`config.mk`:
```
export PLATFORM = sky130hd
export DESIGN_NAME = ex_muldiv_flat
export DESIGN_NICKNAME = d
export VERILOG_FILES = /design/src/rtl/ex_muldiv_pkg.sv /design/src/rtl/ex_muldiv_if.sv /design/src/rtl/ex_muldiv_step.sv /design/src/rtl/ex_muldiv.sv /design/src/flat_wrapper.sv
export SDC_FILE = /design/constraint.sdc
export NUM_CORES = 1
export LEC_CHECK = 0
export ABC_AREA = 1
export BUFFER_PORTS_ARGS = -buffer_cell sky130_fd_sc_hd__buf_2
export CAP_MARGIN = 20
export CORE_MARGIN = 2
export CORE_UTILIZATION = 30
export DETAILED_ROUTE_END_ITERATION = 6
export HOLD_SLACK_MARGIN = 0.05
export PLACE_DENSITY = 0.48
export SYNTH_ARGS = -nofsm -noshare
export SYNTH_HDL_FRONTEND = slang
export SYNTH_SLANG_ARGS = --single-unit
```
`constraint.sdc`:
```
create_clock -name clk_i -period 12.6 [get_ports clk_i]
set_input_delay 0 -clock clk_i [delete_from_list [all_inputs] [get_ports clk_i]]
set_output_delay 0 -clock clk_i [all_outputs]
set_load 0.02 [all_outputs]
```
`src/rtl/ex_muldiv_pkg.sv`:
```
// Shared types and constants for the EX-stage iterative multiply/divide unit.
// Holds op encodings, FSM state encoding, the default width and op helpers.
package ex_muldiv_pkg;

  localparam int WIDTH_DEF = 32;

  typedef enum logic [1:0] {
    OP_MULT  = 2'b00,
    OP_MULTU = 2'b01,
    OP_DIV   = 2'b10,
    OP_DIVU  = 2'b11
  } op_e;

  typedef enum logic [1:0] {
    IDLE = 2'b00,
    BUSY = 2'b01,
    DONE = 2'b10
  } state_e;

  function automatic logic op_is_div(input logic [1:0] op);
    return op[1];
  endfunction

  function automatic logic op_is_signed(input logic [1:0] op);
    return ~op[0];
  endfunction

endpackage

```
`src/rtl/ex_muldiv_if.sv`:
```
// ID/EX-to-muldiv request bundle plus stall and HI/LO result signals.
// master: issuing pipeline side; slave: the muldiv unit.
interface ex_muldiv_if #(
  parameter int WIDTH = 32
);
  logic             start_i;
  logic [1:0]       op_i;
  logic [WIDTH-1:0] RSdata_i;
  logic [WIDTH-1:0] RTdata_i;
  logic             flush_i;
  logic             stall_o;
  logic             busy_o;
  logic             done_o;
  logic             div_zero_o;
  logic [WIDTH-1:0] hi_o;
  logic [WIDTH-1:0] lo_o;

  modport master (
    output start_i, op_i, RSdata_i, RTdata_i, flush_i,
    input  stall_o, busy_o, done_o, div_zero_o, hi_o, lo_o
  );

  modport slave (
    input  start_i, op_i, RSdata_i, RTdata_i, flush_i,
    output stall_o, busy_o, done_o, div_zero_o, hi_o, lo_o
  );
endinterface

```
`src/rtl/ex_muldiv_step.sv`:
```
// One radix-2 iteration: shift-add multiply or restoring shift-subtract divide.
// Ports: div_i selects divide, acc_i/acc_o = {hi,lo} accumulator, opnd_i operand.
module ex_muldiv_step #(
  parameter int WIDTH = 32
) (
  input  logic               div_i,
  input  logic [2*WIDTH-1:0] acc_i,
  input  logic [WIDTH-1:0]   opnd_i,
  output logic [2*WIDTH-1:0] acc_o
);

  logic [WIDTH:0] sum;
  logic [WIDTH:0] trial;

  always_comb begin
    sum   = {1'b0, acc_i[2*WIDTH-1:WIDTH]} + {1'b0, opnd_i};
    // Partial remainder shifted left by one, minus divisor;
    // the top bit is the borrow (remainder < divisor).
    trial = acc_i[2*WIDTH-1:WIDTH-1] - {1'b0, opnd_i};
    if (div_i) begin
      if (trial[WIDTH]) begin
        acc_o = {acc_i[2*WIDTH-2:0], 1'b0};
      end else begin
        acc_o = {trial[WIDTH-1:0], acc_i[WIDTH-2:0], 1'b1};
      end
    end else if (acc_i[0]) begin
      acc_o = {sum, acc_i[WIDTH-1:1]};
    end else begin
      acc_o = {1'b0, acc_i[2*WIDTH-1:1]};
    end
  end

endmodule

```
`src/rtl/ex_muldiv.sv`:
```
// Iterative MULT/MULTU/DIV/DIVU unit for the EX stage, WIDTH steps per op.
// Ports: clk_i, rst_i (async high), bus (slave): request, stall, HI/LO result.
module ex_muldiv
  import ex_muldiv_pkg::*;
#(
  parameter int WIDTH = WIDTH_DEF
) (
  input logic         clk_i,
  input logic         rst_i,
  ex_muldiv_if.slave  bus
);

  localparam int CW = $clog2(WIDTH);

  state_e             state_q, state_d;
  logic [CW-1:0]      cnt_q, cnt_d;
  logic [1:0]         op_q, op_d;
  logic [WIDTH-1:0]   opnd_q, opnd_d;
  logic [2*WIDTH-1:0] acc_q, acc_d;
  logic               neg_a_q, neg_a_d;
  logic               neg_b_q, neg_b_d;
  logic               dz_q, dz_d;
  logic [WIDTH-1:0]   hi_q, hi_d;
  logic [WIDTH-1:0]   lo_q, lo_d;
  logic               done_q, done_d;
  logic               dzo_q, dzo_d;

  logic               accept;
  logic               last;
  logic               rs_neg, rt_neg;
  logic [WIDTH-1:0]   rs_abs, rt_abs;
  logic [2*WIDTH-1:0] acc_step;
  logic [2*WIDTH-1:0] prod;
  logic [WIDTH-1:0]   quo, rem;

  ex_muldiv_step #(.WIDTH(WIDTH)) u_step (
    .div_i  (op_is_div(op_q)),
    .acc_i  (acc_q),
    .opnd_i (opnd_q),
    .acc_o  (acc_step)
  );

  assign accept = bus.start_i & ~bus.flush_i;
  assign last   = (cnt_q == CW'(WIDTH - 1));

  // Magnitudes wrap at WIDTH bits, so the most negative value
  // stays itself; this makes MIN/-1 come out as MIN rem 0.
  assign rs_neg = op_is_signed(bus.op_i) & bus.RSdata_i[WIDTH-1];
  assign rt_neg = op_is_signed(bus.op_i) & bus.RTdata_i[WIDTH-1];
  assign rs_abs = rs_neg ? -bus.RSdata_i : bus.RSdata_i;
  assign rt_abs = rt_neg ? -bus.RTdata_i : bus.RTdata_i;

  // Remainder takes the dividend sign; it also restores the original
  // dividend on divide by zero, since the remainder is then |RS|.
  assign prod = (neg_a_q ^ neg_b_q) ? -acc_step : acc_step;
  assign quo  = (neg_a_q ^ neg_b_q) ? -acc_step[WIDTH-1:0]
                                    : acc_step[WIDTH-1:0];
  assign rem  = neg_a_q ? -acc_step[2*WIDTH-1:WIDTH]
                        : acc_step[2*WIDTH-1:WIDTH];

  always_comb begin
    state_d = state_q;
    cnt_d   = cnt_q;
    op_d    = op_q;
    opnd_d  = opnd_q;
    acc_d   = acc_q;
    neg_a_d = neg_a_q;
    neg_b_d = neg_b_q;
    dz_d    = dz_q;
    hi_d    = hi_q;
    lo_d    = lo_q;
    done_d  = 1'b0;
    dzo_d   = 1'b0;
    unique case (state_q)
      IDLE, DONE: begin
        if (accept) begin
          state_d = BUSY;
          cnt_d   = '0;
          op_d    = bus.op_i;
          neg_a_d = rs_neg;
          neg_b_d = rt_neg;
          dz_d    = op_is_div(bus.op_i) & (bus.RTdata_i == '0);
          // Multiply: lower half holds multiplier, opnd multiplicand.
          // Divide: lower half holds dividend, opnd divisor.
          if (op_is_div(bus.op_i)) begin
            opnd_d = rt_abs;
            acc_d  = {{WIDTH{1'b0}}, rs_abs};
          end else begin
            opnd_d = rs_abs;
            acc_d  = {{WIDTH{1'b0}}, rt_abs};
          end
        end else begin
          state_d = IDLE;
        end
      end
      BUSY: begin
        if (bus.flush_i) begin
          state_d = IDLE;
        end else begin
          acc_d = acc_step;
          cnt_d = cnt_q + CW'(1);
          if (last) begin
            state_d = DONE;
            done_d  = 1'b1;
            dzo_d   = dz_q;
            if (op_is_div(op_q)) begin
              hi_d = rem;
              lo_d = dz_q ? '1 : quo;
            end else begin
              hi_d = prod[2*WIDTH-1:WIDTH];
              lo_d = prod[WIDTH-1:0];
            end
          end
        end
      end
      default: state_d = IDLE;
    endcase
  end

  always_ff @(posedge clk_i or posedge rst_i) begin
    if (rst_i) begin
      state_q <= IDLE;
      cnt_q   <= '0;
      op_q    <= '0;
      opnd_q  <= '0;
      acc_q   <= '0;
      neg_a_q <= 1'b0;
      neg_b_q <= 1'b0;
      dz_q    <= 1'b0;
      hi_q    <= '0;
      lo_q    <= '0;
      done_q  <= 1'b0;
      dzo_q   <= 1'b0;
    end else begin
      state_q <= state_d;
      cnt_q   <= cnt_d;
      op_q    <= op_d;
      opnd_q  <= opnd_d;
      acc_q   <= acc_d;
      neg_a_q <= neg_a_d;
      neg_b_q <= neg_b_d;
      dz_q    <= dz_d;
      hi_q    <= hi_d;
      lo_q    <= lo_d;
      done_q  <= done_d;
      dzo_q   <= dzo_d;
    end
  end

  assign bus.busy_o     = (state_q == BUSY);
  assign bus.stall_o    = (state_q == BUSY) | accept;
  assign bus.done_o     = done_q;
  assign bus.div_zero_o = dzo_q;
  assign bus.hi_o       = hi_q;
  assign bus.lo_o       = lo_q;

endmodule

```
`src/flat_wrapper.sv`:
```
// flat-port wrapper written by rule: the top's interface ports become plain ports
module ex_muldiv_flat import ex_muldiv_pkg::*;
#(
  parameter int WIDTH = WIDTH_DEF
)
  (clk_i, rst_i, bus_start_i, bus_op_i, bus_RSdata_i, bus_RTdata_i, bus_flush_i, bus_stall_o, bus_busy_o, bus_done_o, bus_div_zero_o, bus_hi_o, bus_lo_o);
  ex_muldiv_if #(.WIDTH(WIDTH)) bus_i ();
  input logic clk_i;
  input logic rst_i;
  input wire logic [$bits(bus_i.start_i)-1:0] bus_start_i;
  input wire logic [$bits(bus_i.op_i)-1:0] bus_op_i;
  input wire logic [$bits(bus_i.RSdata_i)-1:0] bus_RSdata_i;
  input wire logic [$bits(bus_i.RTdata_i)-1:0] bus_RTdata_i;
  input wire logic [$bits(bus_i.flush_i)-1:0] bus_flush_i;
  output wire logic [$bits(bus_i.stall_o)-1:0] bus_stall_o;
  output wire logic [$bits(bus_i.busy_o)-1:0] bus_busy_o;
  output wire logic [$bits(bus_i.done_o)-1:0] bus_done_o;
  output wire logic [$bits(bus_i.div_zero_o)-1:0] bus_div_zero_o;
  output wire logic [$bits(bus_i.hi_o)-1:0] bus_hi_o;
  output wire logic [$bits(bus_i.lo_o)-1:0] bus_lo_o;
  assign bus_i.start_i = bus_start_i;
  assign bus_i.op_i = bus_op_i;
  assign bus_i.RSdata_i = bus_RSdata_i;
  assign bus_i.RTdata_i = bus_RTdata_i;
  assign bus_i.flush_i = bus_flush_i;
  assign bus_stall_o = bus_i.stall_o;
  assign bus_busy_o = bus_i.busy_o;
  assign bus_done_o = bus_i.done_o;
  assign bus_div_zero_o = bus_i.div_zero_o;
  assign bus_hi_o = bus_i.hi_o;
  assign bus_lo_o = bus_i.lo_o;
  ex_muldiv #(.WIDTH(WIDTH)) u_core (.clk_i(clk_i), .rst_i(rst_i), .bus(bus_i));
endmodule
```
==> impl_metrics.tcl, run 1 <==
set metrics [dict create \
    overflow 0 \
    cts_max_level 4 \
    muxShareOfSynthArea 0 \
    routedWlPerCell_um 21.81 \
    cts_sinks 173 \
    syn_area_per_cell_um2 6.121 \
    cts_root_buffer "clkbuf_16" \
    grt_usage 0.2723 \
    ff2ff_setup_slack_ns 7.39 \
    clock_latency_ns 0.51 \
    num_vias 19780 \
    drcViolationCount 0 \
    max_freq_mhz 191.9 \
    ir_worst_vdd_uv 140.1 \
    synthAdderAreaFrac 0.05317 \
    timing.final.crit_share 0.4137 \
    dpl.hpwl_mm 64.97 \
    drtAntennaViolNets 0 \
    clk_path_buf_depth 2 \
    area_delta_synth_final_pct 15.41 \
    worstPathMaxFanout 13 \
    drtIter0Drc 1931 \
    yosysSeqAreaShare 0.2513 \
    synth_edf_count 0 \
    routed_wl_mm 81.61 \
    cts_resized 0 \
    maxSlewViolCount 0 \
    synth_top_family_by_area "simple AND/OR/NAND/NOR gates" \
    syn_nets 2956 \
    rsz0062_at_grt "false" \
    core_area_mm2 0.05660 \
    cts.clk_slew.worst_paths_ns 0.08 \
    synthCells 2814 \
    yosysTopAreaCell "dfrtp_1" \
    status "finished clean" \
    crit_path_start_kind "register" \
    numPortBuffers 137 \
    synth_cell_types 57 \
    final_cell_area_mm2 0.01988 \
    max_stage_delay_ns 0.42 \
    grt_pass1_wl_mm 120.3 \
    tns_ns 0 \
    drt-vias-per-instance 5.286 \
    cap_violations 0 \
    netlist_area_mm2 0.01722 \
    antenna_found_initial 1 \
    yosysTopAreaCellShare 0.2513 \
    die_y_um 243.6 \
    synth-xor-area-share 0.05034 \
    numCtsBuffers 17 \
    synth-main-ff-cell "dfrtp_1" \
    gp_congestion 1.029 \
    crit_slowest_cell "dfrtp_1" \
    drt-pass1-iter-count 6 \
    io_pins 138 \
    rows 87 \
    setup-violations-final 0 \
    nNetsFinal 3115 \
    p_leak_uw 0.01054 \
    min_path_type "in2reg" \
    final_common_cell "nand2_1" \
    diodes 0 \
    worst_clock_skew_ns 0.01762 \
    layout-drive-gt1-share 0.09478 \
    pwr_density_cell_mw_per_mm2 254.5 \
    multi_input_area_mm2 0.01084 \
    synth_top_cells_by_area "dfrtp_1 (25%), nand2_1 (19%), inv_1 (9.4%)" \
    synthSimpleGateAreaFrac 0.3711 \
    cp.required_ns 12.98 \
    cts_tree "yes" \
    worstMarginPinSlew_ns 1.172 \
    hold_violations 0 \
    relSlewSlack 0.2103 \
    yosysWarnings 0 \
    synth_compound_area_frac 0.1541 \
    worstSetupPathType "reg2reg" \
    placed_cell_area_mm2 0.01864 \
    most-common-layout-cells "nand2_1 (855), inv_1 (429), nor2_1 (272)" \
    cp-end-kind "register" \
    min_period_ns 5.212 \
    cp.arrival_ns 5.59 \
    fp.dieArea_mm2 0.05935 \
    regArea_mm2 0.004333 \
    initial_core_util 0.3043 \
    synth_seq_cells 173 \
    fillers 6350 \
    async_flop_share 1.000 \
    grt_pass1_vias 19000 \
    die_w_um 243.6 \
    grt_max_degree 69 \
]
-- stage by stage --
stage               setup WS (ns)  utilization  std cells  hold WS (ns)  power, uW
global route                6.999       0.3512       3742       0.08783       5421
global placement            7.646       0.3293       3643        0.1450       4415
floorplan                   7.912            -       2814        0.1306       3208
finish                      7.388       0.3512       3742       0.08644       5059
CTS                         7.492       0.3511       3741       0.05177       5028
detailed placement          7.536       0.3293       3643        0.1416       4411
-- flip-flops by register name, summed over array words and instances, names as in the netlist --
name	count
u_core.acc_q	64
u_core.bus.div_zero_o	1
u_core.bus.done_o	1
u_core.bus.hi_o	32
u_core.bus.lo_o	32
u_core.cnt_q	5
u_core.dz_q	1
u_core.neg_a_q	1
u_core.neg_b_q	1
u_core.op_q	1
u_core.opnd_q	32
u_core.state_q	2
-- final timing paths --
kind / start / endpoint / depth (start not counted)
max reg2reg: u_core.opnd_q[0] / u_core.bus.hi_o[8] / 26
min: bus_RTdata_i[16] / u_core.acc_q[16] / 3
max in group asynchronous: rst_i / u_core.op_q[1] / 5
min reg2reg: u_core.bus.hi_o[27] / u_core.bus.hi_o[27] / 2
min in group asynchronous: rst_i / u_core.bus.hi_o[31] / 3
max: u_core.opnd_q[0] / u_core.bus.hi_o[8] / 26
-- worst max-delay path, delay by kind of cell (launching register included) --
family | cells | cell delay (ns)
xor gates and xnor gates | 1 | 0.20
and+or+nand+nor | 17 | 2.70
DFF | 1 | 0.42
adders and majority gates | 3 | 0.80
buffers and inverters | 2 | 0.21
AOI/OAI and AO/OA | 3 | 0.73
-- cell type report --
type / instances / area share
clock buffer: 19 / 0.02228
multi-input combinational: 2113 / 0.5453
inverter: 441 / 0.08352
clock inverter: 13 / 0.006546
sequential: 173 / 0.2180
timing repair buffer: 227 / 0.07679
tap: 756 / 0.04758
-- cell usage after synthesis, types with 9 or more instances --
cell type    n
nand2_1    856
inv_1      430
nor2_1     274
nand3_1    215
dfrtp_1    173
a21oi_1    118
o21ai_0    114
xor2_1      78
ha_1        70
o22ai_1     60
clkbuf_1    58
nand4_1     37
nor3_1      36
o211ai_1    26
xnor2_1     21
nand2_2     18
a31oi_1     17
o21ai_1     15
o221ai_1    15
o21bai_1    14
nor2_2      12
a221o_1     11
buf_2       11
or2_2       11
inv_2        9
nor4_1       9
o31ai_1      9
-- logic make-up (layout without fill, tap and decap cells) --
family,Yosys count,after routing
AND/OR/NAND/NOR,1505,1505
buffers and inverters,528,700
AO/OA/AOI/OAI,437,437
flip-flops,173,173
XOR/XNOR,99,99
adder cells (fa/ha/maj),72,72
-- routing by layer --
metal | vias up | global-route usage | share of wire
met5 | - | 0 | 0
met4 | 0 | 0.1463 | 0.056
met3 | 158 | 0.04814 | 0.064
met2 | 803 | 0.4519 | 0.47
met1 | 9400 | 0.3357 | 0.41
li1 | 9419 | - | -
-- report_power, final --
group	internal, uW	switching, uW	leakage [uW]	total (uW)
clock network	281	277	0.000278	558
registers	658	134	0.00229	792
logic	1040	2670	0.00798	3710
total	1970	3080	0.0105	5060
-- timing repair --
item,CTS,global route
setup buffers,0,0
hold endpoints to repair,114,0
hold buffers,66,0
(Power assumes the default switching activity.)
==> run 2, diff against run 1 <==
- clock period: 12.6 -> 4.9 ns (I/O delays scaled with it)
==> impl_metrics.tcl, run 2 (synthesized netlist as in run 1, its figures left out) <==
set metrics [dict create \
    maxSlewViolCount 0 \
    drt-met1-wl_mm 36.53 \
    min_period_ns 4.530 \
    worstMarginPinSlew_ns 1.226 \
    p_leak_uw 0.01075 \
    top_register "u_core.acc_q" \
    pwr_density_cell_mw_per_mm2 675.7 \
    drt-vias-per-instance 5.247 \
    cpLargestDelayFamily "simple AND/OR/NAND/NOR gates" \
    grt_usage 0.2873 \
    max_stage_delay_ns 0.43 \
    drtIter0Drc 1729 \
    overflow 0 \
    crit_path_start_kind "register" \
    ir_worst_vdd_uv 355.7 \
    dr_wl_met3_mm 4.835 \
    layout-drive-gt1-share 0.1064 \
    maxUsedRoutingLayer "met4" \
    die_w_um 243.6 \
    final_cells 3775 \
    relSlewSlack 0.1742 \
    cts_sinks 173 \
    status "finished clean" \
    area_delta_synth_final_pct 17.49 \
    timing.final.crit_share 0.9245 \
    antenna_found_initial 0 \
    cts.clk_slew.worst_paths_ns 0.08 \
    most-common-layout-cells "nand2_1 (854), inv_1 (429), nor2_1 (270)" \
    cts_tree "yes" \
    grt_pass1_vias 19520 \
    nNetsFinal 3147 \
    crit_slowest_cell "dfrtp_1" \
    drtAntennaViolNets 0 \
    cp.arrival_ns 4.92 \
    worst_clock_skew_ns 0.01445 \
    largest_reg_flops 64 \
    dpl.hpwl_mm 68.71 \
    io_pins 138 \
    wl_met2_mm 40.15 \
    path_buf_inv 3 \
    rsz0062_at_grt "false" \
    num_vias 19810 \
    numCtsBuffers 17 \
    grt_max_degree 120 \
    worstPathMaxFanout 4 \
    die_y_um 243.6 \
    hold_violations 0 \
    initial_core_util 0.3043 \
    crit_path_frequent_cell "nand3_1" \
    dp_cells 3676 \
    routedWlPerCell_um 22.57 \
    setup-violations-final 0 \
    rows 87 \
    cts_max_level 4 \
    ff2ff_setup_slack_ns 0.37 \
    worstSetupPathType "reg2reg" \
    min_path_type "in2async" \
    routed_wl_mm 85.21 \
    cp-end-kind "register" \
    fillers 6353 \
    drcViolationCount 0 \
    clk_path_buf_depth 2 \
    final_common_cell "nand2_1" \
    numPortBuffers 137 \
    cap_violations 0 \
    clock_latency_ns 0.51 \
    max_freq_mhz 220.8 \
    core_area_mm2 0.05660 \
    fp.dieArea_mm2 0.05935 \
    cts_root_buffer "clkbuf_16" \
    gp_congestion 0.9702 \
    grt_pass1_wl_mm 126.5 \
    drt-pass1-iter-count 7 \
    tns_ns 0 \
    cp.required_ns 5.29 \
]
[run 2: worst paths after layout]
kind,startpoint,endpoint,depth (start not counted)
min,rst_i,u_core.bus.hi_o[22],3
min in group clk_i,bus_RSdata_i[18],u_core.acc_q[18],4
max reg2reg,u_core.opnd_q[0],u_core.bus.hi_o[24],28
max,u_core.opnd_q[0],u_core.bus.hi_o[24],28
max in group asynchronous,rst_i,u_core.op_q[1],4
min reg2reg,u_core.bus.hi_o[7],u_core.bus.hi_o[7],2
[run 2: per-stage QoR]
step / total power [uW] / area [um^2] / setup WS, ns / hold WS, ns / util
after floorplan: 8249 / 17220 / 0.2115 / 0.1306 / -
after global placement: 11900 / 18890 / 0.3815 / 0.08261 / 0.3337
after detailed placement: 11820 / 18900 / 0.3489 / 0.08015 / 0.3338
after CTS: 13560 / 20190 / 0.3237 / 0.05784 / 0.3567
after global routing: 14680 / 20230 / 0.001515 / 0.09453 / 0.3574
final: 13670 / 20240 / 0.3701 / 0.08666 / 0.3575
[run 2: area by class of cell]
type / instances / area, um^2 / share of cell area
Sequential cell: 173 / 4333 / 0.2141
Multi-Input combinational cell: 2113 / 10870 / 0.5374
Inverter: 441 / 1660 / 0.08205
Tap cell: 756 / 945.9 / 0.04674
Clock buffer: 17 / 425.4 / 0.02102
Clock inverter: 15 / 220.2 / 0.01088
Timing Repair Buffer: 259 / 1774 / 0.08768
Antenna cell: 1 / 2.502 / 0.0001237
[run 2: metal layers]
| layer | track usage | vias up |
|---|---|---|
| met2 | 0.4813 | 722 |
| met5 | 0 | - |
| met3 | 0.04516 | 139 |
| met4 | 0.1187 | 0 |
| met1 | 0.3674 | 9491 |
| li1 | - | 9457 |
[run 2: what timing repair did]
item,4_1_cts,5_1_grt
hold endpoints to repair,99,0
setup endpoints to repair,0,11
buffers inserted,0,1
hold buffers,65,0
resized for setup,0,7
[run 2: where the power goes]
| part | switching (uW) | leakage [uW] | total, uW | internal [uW] |
|---|---|---|---|---|
| clock network | 748 | 0.000316 | 1580 | 830 |
| registers | 323 | 0.00229 | 2020 | 1690 |
| logic | 7190 | 0.00814 | 10100 | 2890 |
| total | 8260 | 0.0107 | 13700 | 5410 |
[run 2: tightest hold or removal path, stage by stage]
cell and delay [ns]:
dlygate4sd3_1 0.54, buf_2 0.15, inv_6 0.37
==> run 3, diff against run 2 <==
- SYNTH_HIERARCHICAL: default -> 1
- clock period: 4.9 -> 4.6 ns (I/O delays scaled with it)
==> impl_metrics.tcl, run 3 <==
set metrics [dict create \
    die_w_um 248.4 \
    grt_pass1_wl_mm 116.7 \
    cp.required_ns 5.00 \
    diodes 0 \
    synth-main-ff-cell "dfrtp_1" \
    synth_cell_types 53 \
    cts_max_level 4 \
    multi_input_area_mm2 0.01161 \
    hold_violations 0 \
    synth_edf_count 0 \
    final_common_cell "nand2_1" \
    crit_slowest_cell "fa_1" \
    nNetsFinal 3371 \
    drcViolationCount 0 \
    max_freq_mhz 235.3 \
    crit_path_start_kind "register" \
    setup_slack_ns 0.3510 \
    worstMarginPinSlew_ns 0.9470 \
    maxSlewViolCount 0 \
    postCtsSetupBuffers 0 \
    overflow 0 \
    worstSetupPathType "reg2reg" \
    p_leak_uw 0.01099 \
    cap_violations 0 \
    drt-vias-per-instance 5.052 \
    rows 89 \
    synthMostInstantiatedCell "nand2_1" \
    top_register "u_core/acc_q" \
    yosysSeqAreaShare 0.2417 \
    setup-violations-final 0 \
    pwr_density_cell_mw_per_mm2 611.1 \
    cts_sinks 173 \
    hold-worst-slack_ns 0.05503 \
    io_pins 138 \
    area_delta_synth_final_pct 15.15 \
    cp.arrival_ns 4.65 \
    numPortBuffers 137 \
    routedWlPerCell_um 19.50 \
    syn_nets 3204 \
    cp-end-kind "register" \
    layout-drive-gt1-share 0.09534 \
    grt_pass1_vias 18820 \
    netlist_area_mm2 0.01791 \
    clock_latency_ns 0.47 \
    grt_usage 0.2540 \
    relSlewSlack 0.3620 \
    drt-pass1-iter-count 5 \
    worst_clock_skew_ns 0.01467 \
    grt_max_degree 135 \
    max_stage_delay_ns 0.40 \
    status "finished clean" \
    yosysTopAreaCellShare 0.2417 \
    dp_cells 3935 \
    async_flop_share 1.000 \
    largest_reg_flops 64 \
    worstPathMaxFanout 11 \
    final_cells 4014 \
    most-common-layout-cells "nand2_1 (1101), inv_1 (388), nor2_1 (345)" \
    synthTopCellsByCount "nand2_1 (1101), inv_1 (389), nor2_1 (346)" \
    fillers 6680 \
    regArea_mm2 0.004333 \
    tns_ns 0 \
    antenna_found_initial 2 \
    p_total_uw 12610 \
    fp.dieArea_mm2 0.06169 \
    ff2ff_setup_slack_ns 0.35 \
    initial_core_util 0.3035 \
    yosysTopAreaCell "dfrtp_1" \
    routed_wl_mm 78.26 \
    min_period_ns 4.249 \
    cts.clk_slew.worst_paths_ns 0.07 \
    syn_area_per_cell_um2 5.851 \
    min_path_type "in2reg" \
    dpl.hpwl_mm 63.90 \
    cts_root_buffer "clkbuf_16" \
    synth_seq_cells 173 \
    synthCells 3062 \
    dpl_worst_slack_ns 0.4412 \
    synth_top_cells_by_area "dfrtp_1 (24%), nand2_1 (23%), inv_1 (8.2%)" \
    rsz0062_at_grt "false" \
    crit_path_frequent_cell "nand2_1" \
    gp_congestion 1.010 \
    die_y_um 248.4 \
    core_area_mm2 0.05902 \
    drtAntennaViolNets 0 \
    numCtsBuffers 17 \
    timing.final.crit_share 0.9237 \
    clk_path_buf_depth 2 \
    num_vias 20280 \
    yosysWarnings 6 \
    ir_worst_vdd_uv 358.1 \
    drtIter0Drc 2105 \
    cts_tree "yes" \
]
run 3: final timing paths:
kind	start	end	depth (start not counted)
max	u_core/acc_q[31]	u_core/bus.hi_o[12]	27
min	bus_RTdata_i[0]	u_core/opnd_q[0]	3
max reg2reg	u_core/acc_q[31]	u_core/bus.hi_o[12]	27
min reg2reg	u_core/bus.hi_o[5]	u_core/bus.hi_o[5]	2
max in group asynchronous	rst_i	u_core/op_q[1]	4
min in group asynchronous	rst_i	u_core/bus.hi_o[14]	4
run 3: final cells by class:
type / count / area share
clock buffers: 19 / 0.02147
clock inverters: 12 / 0.006126
inverters: 407 / 0.07430
multi-input cells: 2388 / 0.5627
flip-flops and latches: 173 / 0.2100
well taps: 773 / 0.04689
repair buffers: 242 / 0.07849
run 3: logic make-up after synthesis:
logic type                 Yosys count  share of synthesized area
xor gates and xnor gates            82                    0.04009
AOI/OAI and AO/OA                  411                     0.1382
and+or+nand+nor                   1823                     0.4179
buffers and inverters              501                     0.1110
adders and majority gates           72                    0.05112
DFF                                173                     0.2417
run 3: power breakdown:
part	internal, uW	switching, uW
combinational	2620	6330
clock	773	713
sequential	1780	389
run 3: routing by layer:
| metal | vias up | track usage | routed length [um] |
|---|---|---|---|
| li1 | 10070 | - | - |
| met4 | 0 | 0.09016 | 2796 |
| met5 | - | 0 | 0 |
| met3 | 98 | 0.02887 | 4330 |
| met1 | 9415 | 0.3375 | 34050 |
| met2 | 700 | 0.4248 | 37080 |
run 3: repair_timing:
action                     in CTS  in global routing
setup endpoints to repair       0                  2
hold buffers                   48                  0
resized for setup               0                  1
hold endpoints to repair      209                  0
run 3: per-stage QoR:
stage                 util  instance area [um^2]
detailed placement  0.3316                 19570
global placement    0.3316                 19570
finish              0.3495                 20630
CTS                 0.3494                 20620
global route        0.3495                 20630
floorplan                -                 17920
run 3: worst max-delay path: cells and delay by family (launching register included):
family	cells	cell delay, ns
adders and majority gates	3	0.82
AOI/OAI and AO/OA	1	0.14
DFF	1	0.34
buffers and inverters	3	0.27
and+or+nand+nor	20	2.60
